<file path="config.mk">
export PLATFORM = sky130hd
export DESIGN_NAME = mp_cache_tag_ctrl
export DESIGN_NICKNAME = d
export VERILOG_FILES = /design/src/rtl/mp_cache_tag_ctrl.sv
export SDC_FILE = /design/constraint.sdc
export NUM_CORES = 1
export LEC_CHECK = 0
export CAP_MARGIN = 20
export CORE_ASPECT_RATIO = 0.9
export CORE_UTILIZATION = 43
export DETAILED_ROUTE_END_ITERATION = 12
export PLACE_DENSITY = 0.81
export SETUP_SLACK_MARGIN = 0.3
export SYNTH_ARGS = -nofsm -noshare
export SYNTH_HDL_FRONTEND = slang
export SYNTH_SLANG_ARGS = --single-unit
</file>
<file path="constraint.sdc">
create_clock -name clk -period 1.7 [get_ports clk]
set_clock_uncertainty 0.05 [all_clocks]
set_input_delay 0.17 -clock clk [delete_from_list [all_inputs] [get_ports clk]]
set_output_delay 0.17 -clock clk [all_outputs]
set_load 0.02 [all_outputs]
</file>
<file path="src/rtl/mp_cache_tag_ctrl.sv">
// Tag-SRAM initiator for a 32x23 single-port tag array: zero sweep after reset, then lookup/fill/invalidate.
// Optional hit/miss counters are built when MP_TAG_CTRL_STATS_EN is defined.
module mp_cache_tag_ctrl #(
    parameter int unsigned TAG_W = 21,
    parameter int unsigned IDX_W = 5
) (
    input  logic             clk,
    input  logic             rst_n,
    input  logic             req_valid,
    output logic             req_ready,
    input  logic [1:0]       req_op,
    input  logic [IDX_W-1:0] req_idx,
    input  logic [TAG_W-1:0] req_tag,
    input  logic             req_dirty,
    output logic             rsp_valid,
    input  logic             rsp_ready,
    output logic             rsp_hit,
    output logic             rsp_vbit,
    output logic             rsp_dirty,
    output logic [TAG_W-1:0] rsp_tag,
    output logic             init_done,
    output logic             csb0,
    output logic             web0,
    output logic [IDX_W-1:0] addr0,
    output logic [TAG_W+1:0] din0,
    input  logic [TAG_W+1:0] dout0
`ifdef MP_TAG_CTRL_STATS_EN
    ,
    output logic [15:0]      stat_hits,
    output logic [15:0]      stat_misses
`endif
);

    localparam int unsigned WORD_W   = TAG_W + 2;
    localparam int unsigned ENTRIES  = 1 << IDX_W;
    localparam int unsigned LAST_IDX = ENTRIES - 1;

    localparam logic [1:0] OP_FILL  = 2'b01;
    localparam logic [1:0] OP_INVAL = 2'b10;

    localparam logic [1:0] S_INIT = 2'd0;
    localparam logic [1:0] S_BUSY = 2'd1;
    localparam logic [1:0] S_RSP  = 2'd2;
    localparam logic [1:0] S_IDLE = 2'd3;

    logic [1:0]       r_state;
    logic [IDX_W-1:0] r_cnt;
    logic             r_init_done;
    logic             r_rsp_valid;
    logic             r_rsp_hit;
    logic             r_rsp_vbit;
    logic             r_rsp_dirty;
    logic [TAG_W-1:0] r_rsp_tag;
    logic             r_is_lookup;
    logic [TAG_W-1:0] r_req_tag;

    logic [1:0]       w_state_nxt;
    logic [IDX_W-1:0] w_cnt_nxt;
    logic             w_init_done_nxt;
    logic             w_rsp_valid_nxt;
    logic             w_rsp_hit_nxt;
    logic             w_rsp_vbit_nxt;
    logic             w_rsp_dirty_nxt;
    logic [TAG_W-1:0] w_rsp_tag_nxt;
    logic             w_is_lookup_nxt;
    logic [TAG_W-1:0] w_req_tag_nxt;
    logic             w_accept;

    // Stored word layout: {valid, dirty, tag}
    logic             w_stored_valid;
    logic             w_stored_dirty;
    logic [TAG_W-1:0] w_stored_tag;
    logic             w_hit;

    assign w_stored_valid = dout0[WORD_W-1];
    assign w_stored_dirty = dout0[WORD_W-2];
    assign w_stored_tag   = dout0[TAG_W-1:0];
    assign w_hit          = w_stored_valid && (w_stored_tag == r_req_tag);

`ifdef MP_TAG_CTRL_STATS_EN
    logic [15:0] r_stat_hits;
    logic [15:0] r_stat_misses;
    logic [15:0] w_stat_hits_nxt;
    logic [15:0] w_stat_misses_nxt;
`endif

    // Next-state, SRAM port and handshake decode
    always_comb begin
        w_state_nxt     = r_state;
        w_cnt_nxt       = r_cnt;
        w_init_done_nxt = r_init_done;
        w_rsp_valid_nxt = r_rsp_valid;
        w_rsp_hit_nxt   = r_rsp_hit;
        w_rsp_vbit_nxt  = r_rsp_vbit;
        w_rsp_dirty_nxt = r_rsp_dirty;
        w_rsp_tag_nxt   = r_rsp_tag;
        w_is_lookup_nxt = r_is_lookup;
        w_req_tag_nxt   = r_req_tag;
        w_accept        = 1'b0;
        req_ready       = 1'b0;
        csb0            = 1'b1;
        web0            = 1'b1;
        addr0           = '0;
        din0            = '0;
`ifdef MP_TAG_CTRL_STATS_EN
        w_stat_hits_nxt   = r_stat_hits;
        w_stat_misses_nxt = r_stat_misses;
`endif

        case (r_state)
            S_INIT: begin
                csb0      = 1'b0;
                web0      = 1'b0;
                addr0     = r_cnt;
                w_cnt_nxt = IDX_W'(r_cnt + 1'b1);
                if (r_cnt == IDX_W'(LAST_IDX)) begin
                    w_state_nxt     = S_IDLE;
                    w_init_done_nxt = 1'b1;
                end
            end
            S_IDLE: begin
                req_ready = 1'b1;
                w_accept  = req_valid;
            end
            S_BUSY: begin
                w_rsp_valid_nxt = 1'b1;
                w_state_nxt     = S_RSP;
                if (r_is_lookup) begin
                    w_rsp_hit_nxt   = w_hit;
                    w_rsp_vbit_nxt  = w_stored_valid;
                    w_rsp_dirty_nxt = w_stored_dirty;
                    w_rsp_tag_nxt   = w_stored_tag;
`ifdef MP_TAG_CTRL_STATS_EN
                    if (w_hit) begin
                        if (r_stat_hits != 16'hFFFF) w_stat_hits_nxt = 16'(r_stat_hits + 16'd1);
                    end else begin
                        if (r_stat_misses != 16'hFFFF) w_stat_misses_nxt = 16'(r_stat_misses + 16'd1);
                    end
`endif
                end else begin
                    w_rsp_hit_nxt   = 1'b0;
                    w_rsp_vbit_nxt  = 1'b0;
                    w_rsp_dirty_nxt = 1'b0;
                    w_rsp_tag_nxt   = '0;
                end
            end
            S_RSP: begin
                req_ready = rsp_ready;
                if (rsp_ready) begin
                    w_rsp_valid_nxt = 1'b0;
                    w_accept        = req_valid;
                    if (!req_valid) w_state_nxt = S_IDLE;
                end
            end
            default: begin
                w_state_nxt = S_INIT;
            end
        endcase

        // Accepted request is issued to the SRAM in the accept cycle itself
        if (w_accept) begin
            csb0            = 1'b0;
            addr0           = req_idx;
            w_req_tag_nxt   = req_tag;
            w_is_lookup_nxt = 1'b1;
            w_state_nxt     = S_BUSY;
            case (req_op)
                OP_FILL: begin
                    web0            = 1'b0;
                    din0            = {1'b1, req_dirty, req_tag};
                    w_is_lookup_nxt = 1'b0;
                end
                OP_INVAL: begin
                    web0            = 1'b0;
                    w_is_lookup_nxt = 1'b0;
                end
                default: begin
                    web0 = 1'b1;
                end
            endcase
        end

        // SRAM has no reset: hold a harmless zero write to entry 0 while in reset
        if (!rst_n) begin
            csb0  = 1'b0;
            web0  = 1'b0;
            addr0 = '0;
            din0  = '0;
        end
    end

    // State and datapath registers
    always_ff @(posedge clk or negedge rst_n) begin
        if (!rst_n) begin
            r_state     <= S_INIT;
            r_cnt       <= '0;
            r_init_done <= 1'b0;
            r_rsp_valid <= 1'b0;
            r_rsp_hit   <= 1'b0;
            r_rsp_vbit  <= 1'b0;
            r_rsp_dirty <= 1'b0;
            r_rsp_tag   <= '0;
            r_is_lookup <= 1'b0;
            r_req_tag   <= '0;
        end else begin
            r_state     <= w_state_nxt;
            r_cnt       <= w_cnt_nxt;
            r_init_done <= w_init_done_nxt;
            r_rsp_valid <= w_rsp_valid_nxt;
            r_rsp_hit   <= w_rsp_hit_nxt;
            r_rsp_vbit  <= w_rsp_vbit_nxt;
            r_rsp_dirty <= w_rsp_dirty_nxt;
            r_rsp_tag   <= w_rsp_tag_nxt;
            r_is_lookup <= w_is_lookup_nxt;
            r_req_tag   <= w_req_tag_nxt;
        end
    end

`ifdef MP_TAG_CTRL_STATS_EN
    // Saturating lookup hit/miss counters
    always_ff @(posedge clk or negedge rst_n) begin
        if (!rst_n) begin
            r_stat_hits   <= '0;
            r_stat_misses <= '0;
        end else begin
            r_stat_hits   <= w_stat_hits_nxt;
            r_stat_misses <= w_stat_misses_nxt;
        end
    end

    assign stat_hits   = r_stat_hits;
    assign stat_misses = r_stat_misses;
`endif

    assign rsp_valid = r_rsp_valid;
    assign rsp_hit   = r_rsp_hit;
    assign rsp_vbit  = r_rsp_vbit;
    assign rsp_dirty = r_rsp_dirty;
    assign rsp_tag   = r_rsp_tag;
    assign init_done = r_init_done;

endmodule
</file>
==> Word-level counts from Yosys, hierarchy flattened <==
Cells that the tools add are included.
{ "word_totals": {"out_inout_bits": 57, "regBits": 55, "inputBits": 56, "wordCells": 56} }
{ "op_classes": {"muxes": 26, "eq_ne": 11, "n_addsub": 1, "reduce_logical": 8} }
{ "op_table": {"columns": ["operator", "count"], "rows": [
  ["23-bit 2-to-1 mux", 3],
  ["21-bit == test", 1],
  ["21-bit 2-to-1 mux", 1],
  ["5-bit 2-to-1 mux", 3],
  ["1-bit 2-to-1 mux", 11],
  ["3-bit != test (second input constant)", 3],
  ["2-bit 2-to-1 mux", 4],
  ["2-bit == test (second input constant)", 3],
  ["1-bit case mux with 2 select lines", 3],
  ["2-bit case mux with 3 select lines", 1],
  ["5-bit by 1-bit adder with 5-bit output (second input constant)", 1],
  ["5-bit == test (second input constant)", 1],
  ["2-bit by 1-bit == test with 1-bit output (second input constant)", 2],
  ["2-bit AND reduction", 2],
  ["4-bit AND reduction", 1],
  ["4-bit nonzero test", 1],
  ["2-bit zero test", 1],
  ["2-bit != test (second input constant)", 1],
  ["2-bit nonzero test", 1],
  ["2-bit OR reduction", 1],
  ["1-bit logical AND", 1]
]} }

==> Depth between registers and ports, before layout <==
{ "logic_depth": {"word_depth": 5, "ltp_mapped": 6, "mapped_depth_nobuf": 5} }

==> Worst setup path after synthesis <==
No wires, ideal clock.
{ "synth_timing": {"kind": "reg-to-output", "start": "register r_state[0]", "end": "output port csb0", "required_ns": 1.480, "arrival_ns": 1.521, "slack_ns": -0.041, "path_stages_with_launch": 5, "path_buffers": 1, "path_cell_list": "dfrtp_1 o21a_4 and2_4 buf_4 nor3b_1"} }
{ "synth_via": {"elab_chain_len": 4, "word_cells_on_any_way": 7, "classes_between": "2 x eq/ne; 4 x mux; 1 x reduce/logical"} }
{ "synth_rtl": {"columns": ["item", "line", "rtl"], "rows": [
  ["start: declaration", "46", "logic [1:0] r_state;"],
  ["start signal: assignment", "206", "r_state <= w_state_nxt;"],
  ["2-bit == test / 2-bit zero test (equally long branches)", "110", "case (r_state)"],
  ["1-bit case mux with 2 select lines / 1-bit 2-to-1 mux (equally long branches)", "110", null],
  ["1-bit 2-to-1 mux (*)", "161", "if (w_accept) begin"],
  ["1-bit 2-to-1 mux (*)", "184", "if (!rst_n) begin"],
  ["end: declaration", "22", "output logic csb0,"]
]} }
Mark *: on every way between the ends. The rest lies on a longest branch, timed or not.

==> Worst setup path in the final report <==
{ "layout_timing": {"start": "register r_state[0]", "end": "output port addr0[0]"} }
{ "layout_via": {"elab_chain_len": 4, "word_cells_on_any_way": 7, "classes_between": "2 x eq/ne; 4 x mux; 1 x reduce/logical"} }
{ "layout_rtl": {"columns": ["item", "line", "rtl"], "rows": [
  ["2-bit == test / 2-bit zero test (equally long branches)", "110", null],
  ["1-bit case mux with 2 select lines / 5-bit 2-to-1 mux (equally long branches)", "110", null],
  ["5-bit 2-to-1 mux (*)", "161", null],
  ["5-bit 2-to-1 mux (*)", "184", null],
  ["end: declaration", "24", "output logic [IDX_W-1:0] addr0,"]
]} }
Marks and branches as above.

==> flow_summary.toml <==
[yosys]
syn_area_sq_um = 2670
synth_top_family_by_area = "simple AND/OR/NAND/NOR gates"
synthSimpleGateAreaFrac = 0.266
synth_compound_gate_area_share = 0.0806
ys_ff_latch = 55
synth_cell_type_count = 31
synthAdderAreaFrac = 0.0141
synthXorXnorAreaFrac = 0.0788
ys_seq_area_frac = 0.516
synth_mux_area_frac = 0.00844
synth_nets = 353
yosys_warnings = 0
synthCells = 294
avgSynthCellArea_sq_um = 9.08

[routing]
avgRoutedWirePerCell_um = 19.3
drtIter0Drc = 118
vias_per_cell = 5.46
ant_nets = 0
drtPass1Iterations = 4
vias = 2814
drt-total-wl_um = 9950
drc_errors = 0

[worst_setup_path]
cp.required_ns = 1.48
start_kind = "flip-flop"
crit_start = "r_state[0]"
critical_path.reg2reg.startpoint = "r_state[0]"
crit_fanout = 8
end_kind = "output pin"
worstSetupPathType = "reg -> out"
arrival_ns = 1.65

[run_status]
failed_checks = "setup timing"
status = "finished, violations left"

[grt]
grt_pass1_vias = 2527
grt_pass1_wl_um = 12300
overflow = 0
grt_max_degree = 47
antenna_found_initial = 0
track_usage = 0.240

[sta]
tns_ns = -3.02
fin_ws_ns = -0.173
finalSetupViolCount = 29
rsz0062_at_grt = "true"
finalHoldViolCount = 0
slew_violations = 0
relSlewSlack = 0.659
timing.final.crit_share = 1.10
worstMarginPinSlew_ns = 0.512
min_period_ns = 1.87
timing.fmax_mhz = 534

[cells_and_area]
final_cell_mix = "nand2_1 (60), dfrtp_1 (54), clkdlybuf4s50_1 (54)"
area_growth_pct = 83.3
num-fill-cells = 304
fin_nets = 503
instances_no_fill = 515
final_common_cell = "nand2_1"
n_antenna_cell = 0
final_util = 0.840
layout-drive-gt1-share = 0.447

[clock_network]
root_buffer = "clkbuf_8"
clk_latency_ns = 0.33
holdBufCountCts = 0
cts_tree = "yes"
clk_path_buf_depth = 2
clkSinkCount = 55
clk_pin_slew_ns = 0.11
h-tree-depth = 2
numCtsBuffers = 5

[power_and_ir_drop]
max-vdd-ir-drop_mv = 1.29
power.density_nw_per_um2 = 1580
p_leak_uw = 0.00240

[place]
placedCellCount = 478
dp_hpwl_um = 5260
dpl_worst_slack_ns = -0.606
portBuffers = 112
place.gp.congestion = 0.785

[floorplan]
coreArea_sq_um = 5820
die-width_um = 85.0
rows = 26
dieArea_sq_um = 6530
ios = 113
chipHeight_um = 76.7
initial_core_util = 0.458

[run]
cap_violations = 0

[worst_hold_path]
min-delay-path-class = "in -> async"
stage by stage:
stage	power [uW]	hold WS, ns	cell area (sq um)
after detailed placement	5320	0.299	4030
after global routing	8100	0.0439	4890
after floorplan	4040	-0.176	2790
after CTS	6030	0.0275	4230
after global placement	5220	0.281	4030
final	7740	0.0292	4890
critical path, cell delays in order (launching register included):
cell     delay, ns
dfrtp_1       0.41
o21a_4        0.20
and2_4        0.16
buf_12        0.14
a22oi_2       0.21
nor2b_4       0.06
buf_6         0.13
synth_stat cells (all sizes together):
library cell / n / area, sq um
nand2: 116 / 435
dfrtp: 55 / 1380
and2: 23 / 146
o21ai: 22 / 110
xor2: 18 / 158
buf: 11 / 75.1
xnor2: 6 / 52.6
a22oi: 5 / 37.5
nor2b: 5 / 31.3
clkbuf: 4 / 15.0
nor4: 4 / 25.0
ha: 3 / 37.5
nand4: 3 / 18.8
a21o: 2 / 15.0
a21oi: 2 / 10.0
and3: 2 / 17.5
inv: 2 / 7.51
mux2: 2 / 22.5
nor2: 2 / 7.51
nand2b: 1 / 6.26
nand4b: 1 / 8.76
nor3: 1 / 5.00
nor3b: 1 / 7.51
o21a: 1 / 15.0
o221a: 1 / 11.3
o41ai: 1 / 16.3
sequential cells by signal, summed over array words and instances (netlist names):
register and flops:
init_done 1, r_is_lookup 1, rsp_tag 21, rsp_vbit 1, rsp_dirty 1, r_req_tag 21
r_cnt 5, rsp_hit 1, r_state 2, rsp_valid 1
layer usage:
metal | vias to the layer above | part of all wire | track usage
li1 | 1262 | - | -
met1 | 1397 | 0.38 | 0.308
met2 | 124 | 0.53 | 0.402
met3 | 31 | 0.052 | 0.0495
met4 | 0 | 0.031 | 0.0881
met5 | - | 0 | 0
logic make-up (layout without fill, tap and decap cells):
group	after synthesis	in the layout
compound gates	34	34
xor+xnor	24	24
fa+ha+maj	3	3
buf+inv	17	165
flops	55	55
mux	2	2
simple gates	159	162
power breakdown:
| part | leakage (uW) | internal (uW) | switching (uW) | total (uW) |
|---|---|---|---|---|
| clock | 0.0000454 | 298 | 472 | 770 |
| combinational | 0.00165 | 2150 | 2220 | 4380 |
| sequential | 0.000702 | 1920 | 678 | 2590 |
| total | 0.00240 | 4370 | 3380 | 7740 |
worst paths after layout:
path | end | slack [ns] | cells past startpoint
max in group asynchronous | r_cnt[0] | 1.08 | 3
min reg2reg | rsp_tag[8] | 0.44 | 2
max | addr0[0] | -0.17 | 6
max reg2reg | r_cnt[0] | 0.05 | 8
min in group clk | rsp_dirty | 0.33 | 3
min | r_req_tag[16] | 0.03 | 3
repair_timing:
action | in CTS | in global routing
gates cloned | 3 | 8
setup buffers | 4 | 14
gates resized for setup | 227 | 136
endpoints found under the setup margin | 76 | 68
pin swaps | 11 | 51
final cells by class:
type	instances	area, sq um	share of cell area
repair buffers	155	1620	0.332
flip-flops and latches	55	1380	0.282
multi-input cells	225	1710	0.349
well taps	70	87.6	0.0179
clock inverters	2	17.5	0.00358
inverters	2	7.51	0.00153
clock buffers	6	72.6	0.0148
No activity file was read; power rests on OpenSTA's default activity.
